===== src/rtl/timer_defs.sv =====
// Shared definitions for the timer register block: register addresses,
// TCR/TSR bit positions and the bus-responder state encoding.
package timer_defs;

    localparam logic [1:0] ADDR_TDR  = 2'd0;
    localparam logic [1:0] ADDR_TCR  = 2'd1;
    localparam logic [1:0] ADDR_TSR  = 2'd2;
    localparam logic [1:0] ADDR_TCNT = 2'd3;

    localparam int TCR_LOAD   = 7;
    localparam int TCR_DN     = 5;
    localparam int TCR_EN     = 4;
    localparam int TCR_CKS_HI = 1;
    localparam int TCR_CKS_LO = 0;

    localparam int TSR_OVF = 0;
    localparam int TSR_UDF = 1;

    typedef enum logic [1:0] {
        ST_IDLE = 2'd0,
        ST_WAIT = 2'd1,
        ST_DONE = 2'd2
    } apb_state_t;

endpackage


===== src/rtl/apb_slave_fsm.sv =====
// APB transfer sequencer: counts wait states, captures the request at the
// start of the access phase and flags the single completion (DONE) cycle.
module apb_slave_fsm
    import timer_defs::*;
#(
    parameter int ADDR_W  = 8,
    parameter int DATA_W  = 8,
    parameter int WAIT_ST = 1
) (
    input  logic              clk,
    input  logic              rst,
    input  logic              i_psel,
    input  logic              i_penable,
    input  logic              i_pwrite,
    input  logic [ADDR_W-1:0] i_paddr,
    input  logic [DATA_W-1:0] i_pwdata,
    output logic              o_done,
    output logic              o_enter_done,
    output logic              o_write,
    output logic [ADDR_W-1:0] o_addr,
    output logic [DATA_W-1:0] o_wdata
);

    localparam logic [1:0] WAIT_INIT = 2'(WAIT_ST);

    apb_state_t        r_state, w_next;
    logic [1:0]        r_cnt, w_cnt_next;
    logic              w_access, w_capture;
    logic [ADDR_W-1:0] r_addr;
    logic [DATA_W-1:0] r_wdata;
    logic              r_write;

    assign w_access = i_psel & i_penable;

    // With zero wait states the access goes straight to DONE so pready
    // follows penable by exactly one cycle.
    always_comb begin
        w_next     = r_state;
        w_cnt_next = r_cnt;
        w_capture  = 1'b0;
        case (r_state)
            ST_IDLE: begin
                if (w_access) begin
                    w_capture  = 1'b1;
                    w_cnt_next = WAIT_INIT;
                    w_next     = (WAIT_INIT == 2'd0) ? ST_DONE : ST_WAIT;
                end
            end
            ST_WAIT: begin
                if (!w_access) begin
                    w_next = ST_IDLE;
                end else begin
                    w_cnt_next = r_cnt - 2'd1;
                    if (r_cnt <= 2'd1) w_next = ST_DONE;
                end
            end
            ST_DONE: w_next = ST_IDLE;
            default: w_next = ST_IDLE;
        endcase
    end

    always_ff @(posedge clk or posedge rst) begin
        if (rst) begin
            r_state <= ST_IDLE;
            r_cnt   <= 2'd0;
            r_addr  <= '0;
            r_wdata <= '0;
            r_write <= 1'b0;
        end else begin
            r_state <= w_next;
            r_cnt   <= w_cnt_next;
            if (w_capture) begin
                r_addr  <= i_paddr;
                r_wdata <= i_pwdata;
                r_write <= i_pwrite;
            end
        end
    end

    // In IDLE the live bus request is forwarded so the read mux is valid on
    // the same edge that captures it (zero-wait-state case).
    assign o_done       = (r_state == ST_DONE);
    assign o_enter_done = (w_next == ST_DONE);
    assign o_addr       = (r_state == ST_IDLE) ? i_paddr  : r_addr;
    assign o_write      = (r_state == ST_IDLE) ? i_pwrite : r_write;
    assign o_wdata      = r_wdata;

endmodule


===== src/rtl/timer_apb_regs.sv =====
// Timer register block: TDR/TCR/TSR behind an APB responder, driving the
// counter core controls and latching its overflow/underflow events.
module timer_apb_regs
    import timer_defs::*;
#(
    parameter int ADDR_W  = 8,
    parameter int DATA_W  = 8,
    parameter int WAIT_ST = 1
) (
    input  logic              clk,
    input  logic              rst,
    input  logic              psel,
    input  logic              penable,
    input  logic              pwrite,
    input  logic [ADDR_W-1:0] paddr,
    input  logic [DATA_W-1:0] pwdata,
    output logic [DATA_W-1:0] prdata,
    output logic              pready,
    output logic              pslverr,
    output logic [DATA_W-1:0] tdr_o,
    output logic              load_o,
    output logic              en_o,
    output logic              dn_o,
    output logic [1:0]        cks_o,
    input  logic [DATA_W-1:0] cnt_i,
    input  logic              ovf_set_i,
    input  logic              udf_set_i
);

    logic              w_done, w_enter_done, w_write;
    logic [ADDR_W-1:0] w_addr;
    logic [DATA_W-1:0] w_wdata;

    apb_slave_fsm #(
        .ADDR_W (ADDR_W),
        .DATA_W (DATA_W),
        .WAIT_ST(WAIT_ST)
    ) u_fsm (
        .clk         (clk),
        .rst         (rst),
        .i_psel      (psel),
        .i_penable   (penable),
        .i_pwrite    (pwrite),
        .i_paddr     (paddr),
        .i_pwdata    (pwdata),
        .o_done      (w_done),
        .o_enter_done(w_enter_done),
        .o_write     (w_write),
        .o_addr      (w_addr),
        .o_wdata     (w_wdata)
    );

    logic [DATA_W-1:0] r_tdr, r_rdata, w_rmux;
    logic              r_dn, r_en, r_ovf, r_udf, r_load, r_err;
    logic [1:0]        r_cks;
    logic              w_upper_bad, w_err, w_commit;
    logic              w_wr_tdr, w_wr_tcr, w_wr_tsr;

    assign w_upper_bad = |w_addr[ADDR_W-1:2];
    assign w_err       = w_upper_bad | (w_write & (w_addr[1:0] == ADDR_TCNT));

    always_comb begin
        w_rmux = '0;
        if (!w_err) begin
            case (w_addr[1:0])
                ADDR_TDR: w_rmux = r_tdr;
                ADDR_TCR: begin
                    w_rmux[TCR_DN]                = r_dn;
                    w_rmux[TCR_EN]                = r_en;
                    w_rmux[TCR_CKS_HI:TCR_CKS_LO] = r_cks;
                end
                ADDR_TSR: begin
                    w_rmux[TSR_OVF] = r_ovf;
                    w_rmux[TSR_UDF] = r_udf;
                end
                ADDR_TCNT: w_rmux = cnt_i;
                default:   w_rmux = '0;
            endcase
        end
    end

    // Writes land on the edge that closes the DONE cycle; errored writes drop.
    assign w_commit = w_done & w_write & ~r_err;
    assign w_wr_tdr = w_commit & (w_addr[1:0] == ADDR_TDR);
    assign w_wr_tcr = w_commit & (w_addr[1:0] == ADDR_TCR);
    assign w_wr_tsr = w_commit & (w_addr[1:0] == ADDR_TSR);

    always_ff @(posedge clk or posedge rst) begin
        if (rst) begin
            r_rdata <= '0;
            r_err   <= 1'b0;
            r_tdr   <= '0;
            r_dn    <= 1'b0;
            r_en    <= 1'b0;
            r_cks   <= 2'd0;
            r_ovf   <= 1'b0;
            r_udf   <= 1'b0;
            r_load  <= 1'b0;
        end else begin
            if (w_enter_done) begin
                r_rdata <= w_rmux;
                r_err   <= w_err;
            end
            if (w_wr_tdr) r_tdr <= w_wdata;
            if (w_wr_tcr) begin
                r_dn  <= w_wdata[TCR_DN];
                r_en  <= w_wdata[TCR_EN];
                r_cks <= w_wdata[TCR_CKS_HI:TCR_CKS_LO];
            end
            r_load <= w_wr_tcr & w_wdata[TCR_LOAD];
            // A hardware event in the same cycle as a W1C wins.
            r_ovf <= ovf_set_i | (r_ovf & ~(w_wr_tsr & w_wdata[TSR_OVF]));
            r_udf <= udf_set_i | (r_udf & ~(w_wr_tsr & w_wdata[TSR_UDF]));
        end
    end

    assign pready  = w_done;
    assign prdata  = w_done ? r_rdata : '0;
    assign pslverr = w_done & r_err;
    assign tdr_o   = r_tdr;
    assign load_o  = r_load;
    assign en_o    = r_en;
    assign dn_o    = r_dn;
    assign cks_o   = r_cks;

endmodule

===== config.mk =====
export PLATFORM = sky130hd
export DESIGN_NAME = timer_apb_regs
export DESIGN_NICKNAME = d
export VERILOG_FILES = /design/src/rtl/timer_defs.sv /design/src/rtl/apb_slave_fsm.sv /design/src/rtl/timer_apb_regs.sv
export SDC_FILE = /design/constraint.sdc
export NUM_CORES = 1
export LEC_CHECK = 0
export ABC_AREA = 1
export ABC_CLOCK_PERIOD_IN_PS = 2400
export CORE_MARGIN = 1.5
export CORE_UTILIZATION = 40
export CTS_BUF_LIST = sky130_fd_sc_hd__clkbuf_4 sky130_fd_sc_hd__clkbuf_8
export DETAILED_ROUTE_END_ITERATION = 16
export HOLD_SLACK_MARGIN = 0.02
export PLACE_DENSITY = 0.76
export SYNTH_ARGS = -nofsm -noshare
export SYNTH_HDL_FRONTEND = slang
export SYNTH_SLANG_ARGS = --single-unit

===== constraint.sdc =====
create_clock -name clk -period 2.4 [get_ports clk]
set_clock_uncertainty 0.2 [all_clocks]
set_input_delay 0.48 -clock clk [delete_from_list [all_inputs] [get_ports clk]]
set_output_delay 0.48 -clock clk [all_outputs]
set_load 0.05 [all_outputs]

Yosys cells after proc, flatten, opt, wreduce, memory -nomap -nowiden

Index checks and enable logic that the tools add are counted.

Eq/ne operators: 8
Add/sub/neg operators: 1
Reductions and logical operators: 5
Bitwise logic cells: 19
Muxes and demuxes: 17
$lt $le $gt $ge: 1

Operator list:

| operator            | number |
|---|---|
| $mux 8              | 3 |
| $pmux 2 s2          | 4 |
| $and 1x1->1         | 13 |
| $mux 2              | 5 |
| $eq 2x2->1 const B  | 4 |
| $pmux 2 s4          | 1 |
| $pmux 2 s3          | 1 |
| $reduce_or 6->1     | 1 |
| $eq 2x1->1 const B  | 2 |
| $logic_not 2->1     | 2 |
| $ne 2x1->1 const B  | 2 |
| $mux 1              | 3 |
| $not 1->1           | 3 |
| $or 1x1->1          | 3 |
| $reduce_and 3->1    | 1 |
| $le 2x1->1 const B  | 1 |
| $reduce_bool 2->1   | 1 |
| $sub 2x1->2 const B | 1 |

Flip-flop bits (word level): 45
Input bits: 31
Output and inout port bits: 23
Word-level logic and storage cells: 65

Depth between registers and ports, before layout

Depth after elaboration: 9
Mapped depth: 12
Mapped depth without buffers: 12

Modules after synthesis

From an unflattened synthesis, not the netlist that was laid out.

Cell total of the unflattened synthesis: 295
Area, all modules: 2356.0 sq um

Modules (own cells, without submodules):

| module         | times used | seq. area each (sq um) | area each (sq um) | cells each |
|---|---|---|---|---|
| timer_apb_regs | 1          | 600.6                  | 1315.0            | 165 |
| apb_slave_fsm  | 1          | 525.5                  | 1041.0            | 130 |

Least setup slack after synthesis

Ideal clock, no wire load.

Path type: register -> output
Start: reg u_fsm.r_state[0]
End: out prdata[0]
Arrival time: 1.502 ns
Cell stages (with the launch flop): 5
Slack: 0.218 ns
Cells stage by stage: dfrtp_1 -> inv_4 -> nand2_1 -> buf_2 -> nor2_1

Cells in the longest elaborated chain, start to end: 2

Ends and longest elaborated chain:

| what                   | RTL line              | RTL |
|---|---|---|
| start, declared        | apb_slave_fsm.sv:26   | `apb_state_t r_state, w_next;` |
| start signal, assigned | apb_slave_fsm.sv:70   | `r_state <= w_next;` |
| $eq 2x2->1             | apb_slave_fsm.sv:82   | `assign o_done = (r_state == ST_DONE);` |
| $mux 8                 | timer_apb_regs.sv:118 | `assign prdata = w_done ? r_rdata : '0;` |
| end, declared          | timer_apb_regs.sv:17  | `output logic [DATA_W-1:0] prdata,` |

Every way passes these cells.

Worst setup path after layout

Start: reg u_fsm.r_state[0]
End: out prdata[6]

Same word-level chain as after synthesis.

==> results_dict.tcl <==
set metrics [dict create \
    htree_levels 2 \
    grt_pass1_vias 1793 \
    synth_area_per_cell_um2 8.51 \
    grt_max_degree 46 \
    yosys_warnings 0 \
    synthAdderAreaFrac 0.0383 \
    synthFlopType "dfrtp_1" \
    path_buf_inv 2 \
    max_stage_delay_ns 0.47 \
    grt_usage 0.168 \
    grt_pass1_wl_mm 8.10 \
    min_period_over_period 0.966 \
    hold_viol 0 \
    die_area_um2 6190 \
    fp.coreArea_um2 5510 \
    synth_top_family_by_area "simple AND/OR/NAND/NOR gates" \
    cp_top_family "simple AND/OR/NAND/NOR gates" \
    dr_total_vias 1865 \
    cts_resized 0 \
    post_cts_buffers 0 \
    fin_area_um2 3130 \
    area_growth_pct 36.7 \
    grt-ovfl-total 0 \
    fin_util 0.568 \
    ios 54 \
    root_buffer "clkbuf_8" \
    drtIter0Drc 138 \
    dp_hpwl_mm 3.63 \
    drtPass1Iterations 5 \
    fillCellCount 498 \
    cts_tree "done" \
    ys_ff_latch 45 \
    setup_viol 0 \
    path_class "register to output port" \
    max_freq_mhz 431 \
    p_per_area_nw_per_um2 730 \
    min_period_ns 2.32 \
    synth_compound_area_frac 0.119 \
    cts.sinks 45 \
    cts_buffers 5 \
    synth_xor_area_frac 0 \
    rsz0062_at_grt "yes" \
    drv_slew 0 \
    worstPathArrival_ns 1.64 \
    n_antenna_cell 0 \
    postSynthCellCount 269 \
    die_y_um 78.7 \
    fp.dieW_um 78.7 \
    pre_cts_slack_ns -0.0223 \
    syn_area_um2 2290 \
    power_leakage_nw 1.49 \
    port_buffers 53 \
    drt-wirelength-per-cell_um 11.9 \
    fin_nets 364 \
    vdd_drop_max_mv 0.354 \
    route.detailed.drc 0 \
    final_cells 399 \
    critPathCaptureType "output port" \
    drtAntennaViolNets 0 \
    startpoint_type "register" \
    syn_nets 307 \
    clk_latency_ns 0.30 \
    drv_cap 0 \
    max_slew_margin 0.633 \
    clk_pin_slew_ns 0.08 \
    status "finished, final reports clean" \
    yosysSeqAreaShare 0.492 \
    viasPerCell 4.67 \
    placed_cells 391 \
    critPathMaxFanout 11 \
    finalPower_w 0.00228 \
    hp-class "register to register" \
    required_ns 1.72 \
    rows 27 \
    start_util 0.416 \
    fin_ws_ns 0.0812 \
    worst_pin_slew_ns 0.550 \
    clock_path_buffers 2 \
    synthSimpleGateAreaFrac 0.270 \
    layout-drive-gt1-share 0.141 \
    placed_cell_area_um2 2990 \
    gp_routability_congestion 0.877 \
    grt_antenna_before_repair 0 \
    muxShareOfSynthArea 0 \
    crit_chain "inv_4 > nand2_1 > nor2_1 > buf_12" \
    synthArstFlopShare 1.00 \
    synth-edff-count 0 \
    synth_cell_types 25 \
    totalWireLength_mm 4.73 \
    slowest_stage "dfrtp_1" \
]
==> routing by layer <==
layer / up-vias / part of all wire / GRT usage
met5: - / 0 / 0
li1: 960 / - / -
met4: 0 / 0.026 / 0.0714
met3: 13 / 0.042 / 0.0302
met2: 54 / 0.48 / 0.272
met1: 838 / 0.46 / 0.221
==> layout make-up <==
| class | instances | area [um2] | area share |
|---|---|---|---|
| flip-flops and latches | 45 | 1130 | 0.360 |
| multi-input cells | 181 | 978 | 0.313 |
| repair buffers | 56 | 653 | 0.209 |
| inverters | 37 | 144 | 0.0460 |
| well taps | 72 | 90.1 | 0.0288 |
| clock buffers | 5 | 68.8 | 0.0220 |
| clock inverters | 3 | 68.8 | 0.0220 |
==> flip-flops by register name (all words and copies together), names as in the netlist <==
signal	cells
u_fsm.o_wdata	8
r_rdata	8
dn_o	1
r_ovf	1
u_fsm.r_state	2
u_fsm.r_write	1
r_err	1
u_fsm.r_cnt	2
cks_o	2
r_udf	1
u_fsm.r_addr	8
tdr_o	8
load_o	1
en_o	1
==> power breakdown <==
group,switching (W),internal (W),total (W)
sequential,0.0000821,0.000889,0.000971
clock,0.000259,0.000419,0.000678
combinational,0.000388,0.000247,0.000635
==> stage by stage <==
step | hold WS [ns] | setup TNS [ns]
floorplan | 0.242 | 0
global placement | 0.256 | 0
detailed placement | 0.259 | -0.0613
CTS | 0.279 | 0
global route | 0.305 | -0.0983
finish | 0.274 | 0
==> tightest hold or removal path: cells and delay by family, from the launching register on <==
kind | cells | cell delay (ns)
flip-flops | 1 | 0.35
AND/OR/NAND/NOR | 2 | 0.10
==> cells by family (layout without fill, tap and decap cells) <==
logic type,after synthesis,after routing
buffers and inverters,43,101
and+or+nand+nor,133,133
DFF,45,45
adders and majority gates,7,7
AOI/OAI and AO/OA,41,41
==> cell usage in the layout (no fill, tap or decap), drive strengths merged, types with 8 or more instances in the layout <==
cell and instances:
buf 13, inv 37, nor2 36, nand3 24, a21oi 11, o21bai 8
clkdlybuf4s50 43, dfrtp 45, nand2 71, o21ai 21
==> synthesized netlist by cell type, types with 4 or more instances <==
cell	number	area, um2
nand2_1	66	248
dfrtp_1	45	1130
inv_1	34	128
nor2_1	33	124
nand3_1	20	100
a21oi_1	11	55.1
o21ai_2	9	78.8
o21bai_1	8	60.1
ha_1	7	87.6
o21ai_0	7	35.0
nand2_2	4	25.0
o21ai_1	4	20.0
==> what timing repair did <==
action,in CTS,in global routing
hold endpoints to repair,0,0
endpoints found under the setup margin,0,6
hold buffers,0,0
==> final timing paths <==
check,startpoint,endpoint,slack [ns],depth (start not counted)
min,u_fsm.r_addr[7]$_DFFE_PP0P_,u_fsm.r_addr[7]$_DFFE_PP0P_,0.27,2
max reg2reg,u_fsm.r_state[0]$_DFF_PP0_,r_err$_DFFE_PP0N_,0.24,10
max,u_fsm.r_state[0]$_DFF_PP0_,prdata[6],0.08,4
min in group asynchronous,rst,r_rdata[7]$_DFFE_PP0N_,0.42,3
max in group asynchronous,rst,u_fsm.o_wdata[2]$_DFFE_PP0P_,1.20,3
min reg2reg,u_fsm.r_addr[7]$_DFFE_PP0P_,u_fsm.r_addr[7]$_DFFE_PP0P_,0.27,2
Note: power is estimated with default switching activity, not from simulation.
